--- src/rtl/five_bit_full_subtractor_pkg.sv ---
// Shared width constant and a reference subtract for scoreboards.
package five_bit_full_subtractor_pkg;

  localparam int SUB_WIDTH = 5;

  // Returns {b_out, diff}: the top bit is the sign of the extended result.
  function automatic logic [SUB_WIDTH:0] sub_ref(
    input logic [SUB_WIDTH-1:0] a,
    input logic [SUB_WIDTH-1:0] b,
    input logic                 b_in
  );
    return {1'b0, a} - {1'b0, b} - {{SUB_WIDTH{1'b0}}, b_in};
  endfunction

endpackage

--- src/rtl/five_bit_full_subtractor_cell.sv ---
// One-bit full subtractor cell, purely combinational.
module one_bit_full_subtractor (
  input  logic a,
  input  logic b,
  input  logic bin,
  output logic d,
  output logic bout
);

  assign d    = a ^ b ^ bin;
  assign bout = (~a & b) | (~(a ^ b) & bin);

endmodule

--- src/rtl/five_bit_full_subtractor.sv ---
// Registered ripple-borrow subtractor: {b_out, diff} = a - b - b_in, one cycle latency.
// Results load only on in_valid; otherwise they hold and out_valid drops.
module five_bit_full_subtractor
  import five_bit_full_subtractor_pkg::*;
#(
  parameter int WIDTH = SUB_WIDTH
) (
  input  logic             clk,
  input  logic             rst_n,
  input  logic             in_valid,
  input  logic [WIDTH-1:0] a,
  input  logic [WIDTH-1:0] b,
  input  logic             b_in,
  output logic [WIDTH-1:0] diff,
  output logic             b_out,
  output logic             out_valid
);

  logic [WIDTH:0]   borrow;
  logic [WIDTH-1:0] diff_d;
  logic [WIDTH-1:0] diff_q;
  logic             b_out_q;
  logic             out_valid_q;

  assign borrow[0] = b_in;

  for (genvar i = 0; i < WIDTH; i++) begin : g_cell
    one_bit_full_subtractor u_cell (
      .a   (a[i]),
      .b   (b[i]),
      .bin (borrow[i]),
      .d   (diff_d[i]),
      .bout(borrow[i+1])
    );
  end

  // Gating the load on in_valid keeps idle-cycle X's out of the result registers.
  always_ff @(posedge clk or negedge rst_n) begin
    if (!rst_n) begin
      diff_q      <= '0;
      b_out_q     <= 1'b0;
      out_valid_q <= 1'b0;
    end else begin
      out_valid_q <= in_valid;
      if (in_valid) begin
        diff_q  <= diff_d;
        b_out_q <= borrow[WIDTH];
      end
    end
  end

  assign diff      = diff_q;
  assign b_out     = b_out_q;
  assign out_valid = out_valid_q;

endmodule

--- config.mk ---
export PLATFORM = sky130hd
export DESIGN_NAME = five_bit_full_subtractor
export DESIGN_NICKNAME = d
export VERILOG_FILES = /design/src/rtl/five_bit_full_subtractor_pkg.sv /design/src/rtl/five_bit_full_subtractor_cell.sv /design/src/rtl/five_bit_full_subtractor.sv
export SDC_FILE = /design/constraint.sdc
export NUM_CORES = 1
export LEC_CHECK = 0
export ABC_AREA = 1
export CAP_MARGIN = 10
export CORE_AREA = 2 2 39 41
export CTS_CLUSTER_DIAMETER = 100
export DETAILED_ROUTE_END_ITERATION = 8
export DIE_AREA = 0 0 41 43
export PLACE_DENSITY_LB_ADDON = 0.2
export SYNTH_ARGS = -nofsm -noshare
export SYNTH_HDL_FRONTEND = slang
export SYNTH_HIERARCHICAL = 1
export SYNTH_SLANG_ARGS = --single-unit
--- constraint.sdc ---
create_clock -name clk -period 0.8 [get_ports clk]
set_input_delay 0.12 -clock clk [delete_from_list [all_inputs] [get_ports clk]]
set_output_delay 0.12 -clock clk [all_outputs]
set_load 0.005 [all_outputs]
# Word-level counts from Yosys, hierarchy flattened
# Index checks and enable logic that the tools add are counted.
# totals
ff_bits	7
in_bits	14
output_inout_bits	7
# op_classes
n_bitwise	35
# ops
operator	count
bitwise AND 1 bit	10
NOT 1 bit	10
bitwise XOR 1 bit	10
OR 1 bit	5

# Depth between registers and ports, before layout
# Gate-level depths: netlist (run 1).
# depth
word_depth	12
ltp_mapped	17
ltp_nobuf	17

# Hierarchy
# Netlist (run 1), hierarchy kept.
# by_module_without_submodules
module	cells_per_inst	instances	area_per_inst_um2
five_bit_full_subtractor	26	1	246.5
one_bit_full_subtractor	4	5	31.3

# Worst setup path before layout (run 1)
# OpenSTA, ideal clock, no wires.
# synth_timing
path_type	input-to-reg
from	input b[0]
to	register diff_q[4], in the netlist diff[4]
path_slack_ns	-1.754
required_ns	0.684
setup_ns	0.116
stages	16
arrival_ns	2.437
path_cell_list	inv_1 -> fa_1 -> inv_1 -> inv_1 -> fa_1 -> inv_1 -> inv_1 -> fa_1 -> inv_1 -> inv_1 -> fa_1 -> inv_1 -> inv_1 -> fa_1 -> nand2_1 -> nand2_1
# synth_between
elab_chain_len	11
# synth_rtl
element	line	source
start, declared	five_bit_full_subtractor.sv:12	input logic [WIDTH-1:0] b,
bitwise XOR 1 bit	five_bit_full_subtractor_cell.sv:11	assign bout = (~a & b) | (~(a ^ b) & bin);
NOT 1 bit	five_bit_full_subtractor_cell.sv:11	
bitwise AND 1 bit	five_bit_full_subtractor_cell.sv:11	
OR 1 bit *	five_bit_full_subtractor_cell.sv:11	
net borrow[1]	five_bit_full_subtractor.sv:19	logic [WIDTH:0] borrow;
bitwise AND 1 bit *	five_bit_full_subtractor_cell.sv:11	
OR 1 bit *	five_bit_full_subtractor_cell.sv:11	
net borrow[2]	five_bit_full_subtractor.sv:19	
bitwise AND 1 bit *	five_bit_full_subtractor_cell.sv:11	
OR 1 bit *	five_bit_full_subtractor_cell.sv:11	
net borrow[3]	five_bit_full_subtractor.sv:19	
bitwise AND 1 bit *	five_bit_full_subtractor_cell.sv:11	
OR 1 bit *	five_bit_full_subtractor_cell.sv:11	
net borrow[4]	five_bit_full_subtractor.sv:19	
bitwise XOR 1 bit *	five_bit_full_subtractor_cell.sv:10	assign d = a ^ b ^ bin;
net diff_d[4]	five_bit_full_subtractor.sv:20	logic [WIDTH-1:0] diff_d;
end signal, assigned	five_bit_full_subtractor.sv:46	diff_q <= diff_d;
end, declared	five_bit_full_subtractor.sv:21	logic [WIDTH-1:0] diff_q;
# Mark *: on every way through the listed nets, which the timed path passes. The rest lies on a longest branch.
# A chain may end at the register's enable or synchronous reset.

# Worst setup path in the final report (run 1)
# layout_timing
from	input a[0]
to	register diff_q[4], in the netlist diff[4]
# layout_between
elab_chain_len	11
# layout_rtl
element	line	source
start, declared	five_bit_full_subtractor.sv:11	input logic [WIDTH-1:0] a,
bitwise XOR 1 bit	five_bit_full_subtractor_cell.sv:11	
NOT 1 bit	five_bit_full_subtractor_cell.sv:11	
bitwise AND 1 bit	five_bit_full_subtractor_cell.sv:11	
OR 1 bit *	five_bit_full_subtractor_cell.sv:11	
net borrow[1]	five_bit_full_subtractor.sv:19	
bitwise AND 1 bit *	five_bit_full_subtractor_cell.sv:11	
OR 1 bit *	five_bit_full_subtractor_cell.sv:11	
net borrow[2]	five_bit_full_subtractor.sv:19	
bitwise AND 1 bit *	five_bit_full_subtractor_cell.sv:11	
OR 1 bit *	five_bit_full_subtractor_cell.sv:11	
net borrow[3]	five_bit_full_subtractor.sv:19	
bitwise AND 1 bit *	five_bit_full_subtractor_cell.sv:11	
OR 1 bit *	five_bit_full_subtractor_cell.sv:11	
net borrow[4]	five_bit_full_subtractor.sv:19	
bitwise XOR 1 bit *	five_bit_full_subtractor_cell.sv:10	
net diff_d[4]	five_bit_full_subtractor.sv:20	
# Marks and branches as above.

==> results of run 1 <==
## state kept, by name, indices dropped and copies added, names as in the netlist
signal     count
out_valid      1
diff           5
b_out          1
## routing by layer
layer / vias to the layer above / GRT usage (%) / wire length [µm]
li1: 183 / - / -
met1: 149 / 13.2 / 275
met2: 16 / 16.6 / 374
met3: 5 / 3.14 / 55
met4: 0 / 16.0 / 51
met5: - / 0 / 0
## Yosys cell counts, drive strengths merged
| cell type | instances |
|---|---|
| nand2 | 18 |
| inv | 16 |
| fa | 5 |
| dfrtp | 7 |
## final timing paths
kind / startpoint / end / cells past startpoint
max: a[0] / diff[4]$_DFFE_PN0P_ / 16
min: rst_n / diff[0]$_DFFE_PN0P_ / 1
max reg2reg: diff[1]$_DFFE_PN0P_ / diff[1]$_DFFE_PN0P_ / 4
min reg2reg: diff[3]$_DFFE_PN0P_ / diff[3]$_DFFE_PN0P_ / 2
max in group asynchronous: rst_n / b_out$_DFFE_PN0P_ / 1
min in group clk: a[0] / diff[0]$_DFFE_PN0P_ / 4
## cells by family (layout without fill, tap and decap cells)
logic type	count (synthesis)	count (layout)	share of synthesized area [%]
flip-flops	7	7	43.5
buffers and inverters	16	47	14.9
AND/OR/NAND/NOR	18	18	16.8
adder cells (fa/ha/maj)	5	5	24.8
## area by class of cell
class | instances | area, µm²
tap | 16 | 20.0
timing repair buffer | 27 | 215
clock buffer | 4 | 26.3
multi-input combinational | 23 | 178
fill | 149 | 709
inverter | 16 | 60.1
sequential | 7 | 175
## per-stage QoR
step,util [%],setup WS (ns),area [µm²]
finish,48.7,-1.48,674
global route,48.7,-1.58,674
CTS,47.2,-1.57,653
detailed placement,48.5,-2.15,671
global placement,48.5,-2.15,671
floorplan,-,-1.58,413
## timing repair
item / in CTS / in global routing
setup buffers: 0 / 2
setup endpoints to repair: 13 / 12
pin swaps: 8 / 7
endpoints found under the hold margin: 0 / 0
resized for setup: 48 / 1
## power by group through the flow
stage | clock [mW] | combinational, mW | sequential, mW
after detailed placement | 0 | 0.362 | 0.442
final | 0.329 | 0.337 | 0.432
after global placement | 0 | 0.358 | 0.439
after floorplan | 0 | 0.107 | 0.444
after CTS | 0.348 | 0.322 | 0.434
after global routing | 0.354 | 0.386 | 0.436
==> flow_metrics.py, run 1 <==
metrics = {
    "synth": {
        "syn_inst": 46,
        "synthDistinctLibCells": 5,
        "synth-seq-cells": 7,
        "yosysTopAreaCellShare_pct": 43.5,
        "synth_warnings": 6,
        "yosys-top-cells-area": "dfrtp_1 (43%), fa_1 (25%), nand2_1 (17%)",
        "postSynthAreaPerCell_um2": 8.76,
        "synth.net_count": 65,
        "synth_top_area_cell": "dfrtp_1",
        "netlist_area_um2": 403,
        "synth-seq-area-share_pct": 43.5,
    },
    "placement": {
        "gp_congestion": 0.631,
        "io_buffers": 20,
        "place_hpwl_um": 608,
        "dpl.cell_count": 87,
    },
    "floorplanning": {
        "core-area_mm2": 0.00138,
        "io_pins": 21,
        "start_util_pct": 29.1,
        "floorplan.rows": 14,
        "die_h_um": 43,
        "dieArea_mm2": 0.00176,
        "die_w_um": 41,
    },
    "run": {
        "drv_cap": 0,
    },
    "clock_tree": {
        "root_buffer": "clkbuf_4",
        "cts_buffer_depth": 2,
        "cts_made_buffers": 3,
        "cts.sinks": 7,
        "clk_latency_ns": 0.25,
        "path_clk_slew_ns": 0.05,
        "htree_levels": 1,
        "cts_tree": "done",
        "holdBufCountCts": 0,
    },
    "sta": {
        "fmax_mhz": 438,
        "final.period_utilization_pct": 285,
        "rsz0062_at_grt": "yes",
        "timing.final.ws_setup_ns": -1.48,
        "whs_ns": 0.121,
        "fin_tns_setup_ns": -5.37,
        "finalCriticalPeriod_ns": 2.28,
        "maxSlewViolCount": 0,
        "slew_headroom_pct": 78.7,
        "setup_viol": 12,
        "fin_skew_ns": 0,
        "hold_viol_final": 0,
        "tightest_slew_ns": 0.319,
    },
    "power": {
        "powerDensity_mw_per_mm2": 1630,
        "seqPwrFrac_pct": 39.4,
        "worst_ir_drop_vdd_mv": 0.528,
        "sw_frac_of_total_pct": 27.4,
        "p_sw_mw": 0.300,
        "clkPwrFrac_pct": 30.0,
        "power_frac_comb_pct": 30.6,
        "report.power.total_mw": 1.10,
        "p_leak_nw": 0.378,
        "intPower_mw": 0.798,
    },
    "layout": {
        "diodes": 0,
        "nets": 97,
        "layout-drive-gt1-share_pct": 45.5,
        "final_common_cell": "nand2_1",
        "mostFrequentLayoutCells": "nand2_1 (18), inv_2 (11), clkdlybuf4s50_1 (10)",
        "final_cells": 93,
        "area_delta_synth_final_pct": 67.4,
    },
    "setup_path": {
        "crit_chain": "buf_6 > fa_2 > inv_2 > inv_2 > fa_2 > inv_2 > inv_2 > fa_2 > inv_2 > inv_2 > fa_2 > inv_2 > inv_2 > fa_1 > nand2_1 > nand2_1",
        "crit_path_top_delay_cell": "fa_1",
        "cp-start-kind": "input pin",
        "critPathRequiredTime_ns": 0.95,
        "arrival_ns": 2.43,
        "path_delay_family": "adder cells",
        "crit_path_max_fanout": 1,
        "crit_path_max_incr_delay_ns": 0.42,
        "cp_common_cell": "inv_2",
        "worst-setup-path-type": "in -> reg",
        "cp.buffers_inverters": 9,
        "worstSetupEndpointType": "flop",
        "r2r_slack_ns": -0.02,
    },
    "routing": {
        "vias_per_cell": 3.80,
        "routed_wirelength_um": 756,
        "num_vias": 353,
        "routedWlPerCell_um": 8.13,
        "drtIter0Drc": 1,
        "drc": 0,
        "drt-pass1-iter-count": 4,
        "ant_nets": 0,
    },
    "global_route": {
        "grt_pass1_vias": 343,
        "grt_start_max_net_pins": 8,
        "gr-total-overflow": 0,
        "antenna_found_initial": 0,
        "track_usage_pct": 12.4,
        "grt_pass1_wl_mm": 1.35,
    },
    "run_status": {
        "violations": "negative setup slack",
        "outcome": "finished, violations left",
    },
    "hold_path": {
        "hold_path.class": "in -> async",
    },
}
(Power assumes the default switching activity.)
==> run 2, diff against run 1 <==
--- a/config.mk
+++ b/config.mk
@@ -9,6 +9,7 @@
 export CAP_MARGIN = 10
 export CORE_AREA = 2 2 39 41
 export CTS_CLUSTER_DIAMETER = 100
+export CTS_CLUSTER_SIZE = 12
 export DETAILED_ROUTE_END_ITERATION = 8
 export DIE_AREA = 0 0 41 43
 export PLACE_DENSITY_LB_ADDON = 0.2
==> results of run 2 <==
Final layout, timing and power as in run 1 (identical DEF).
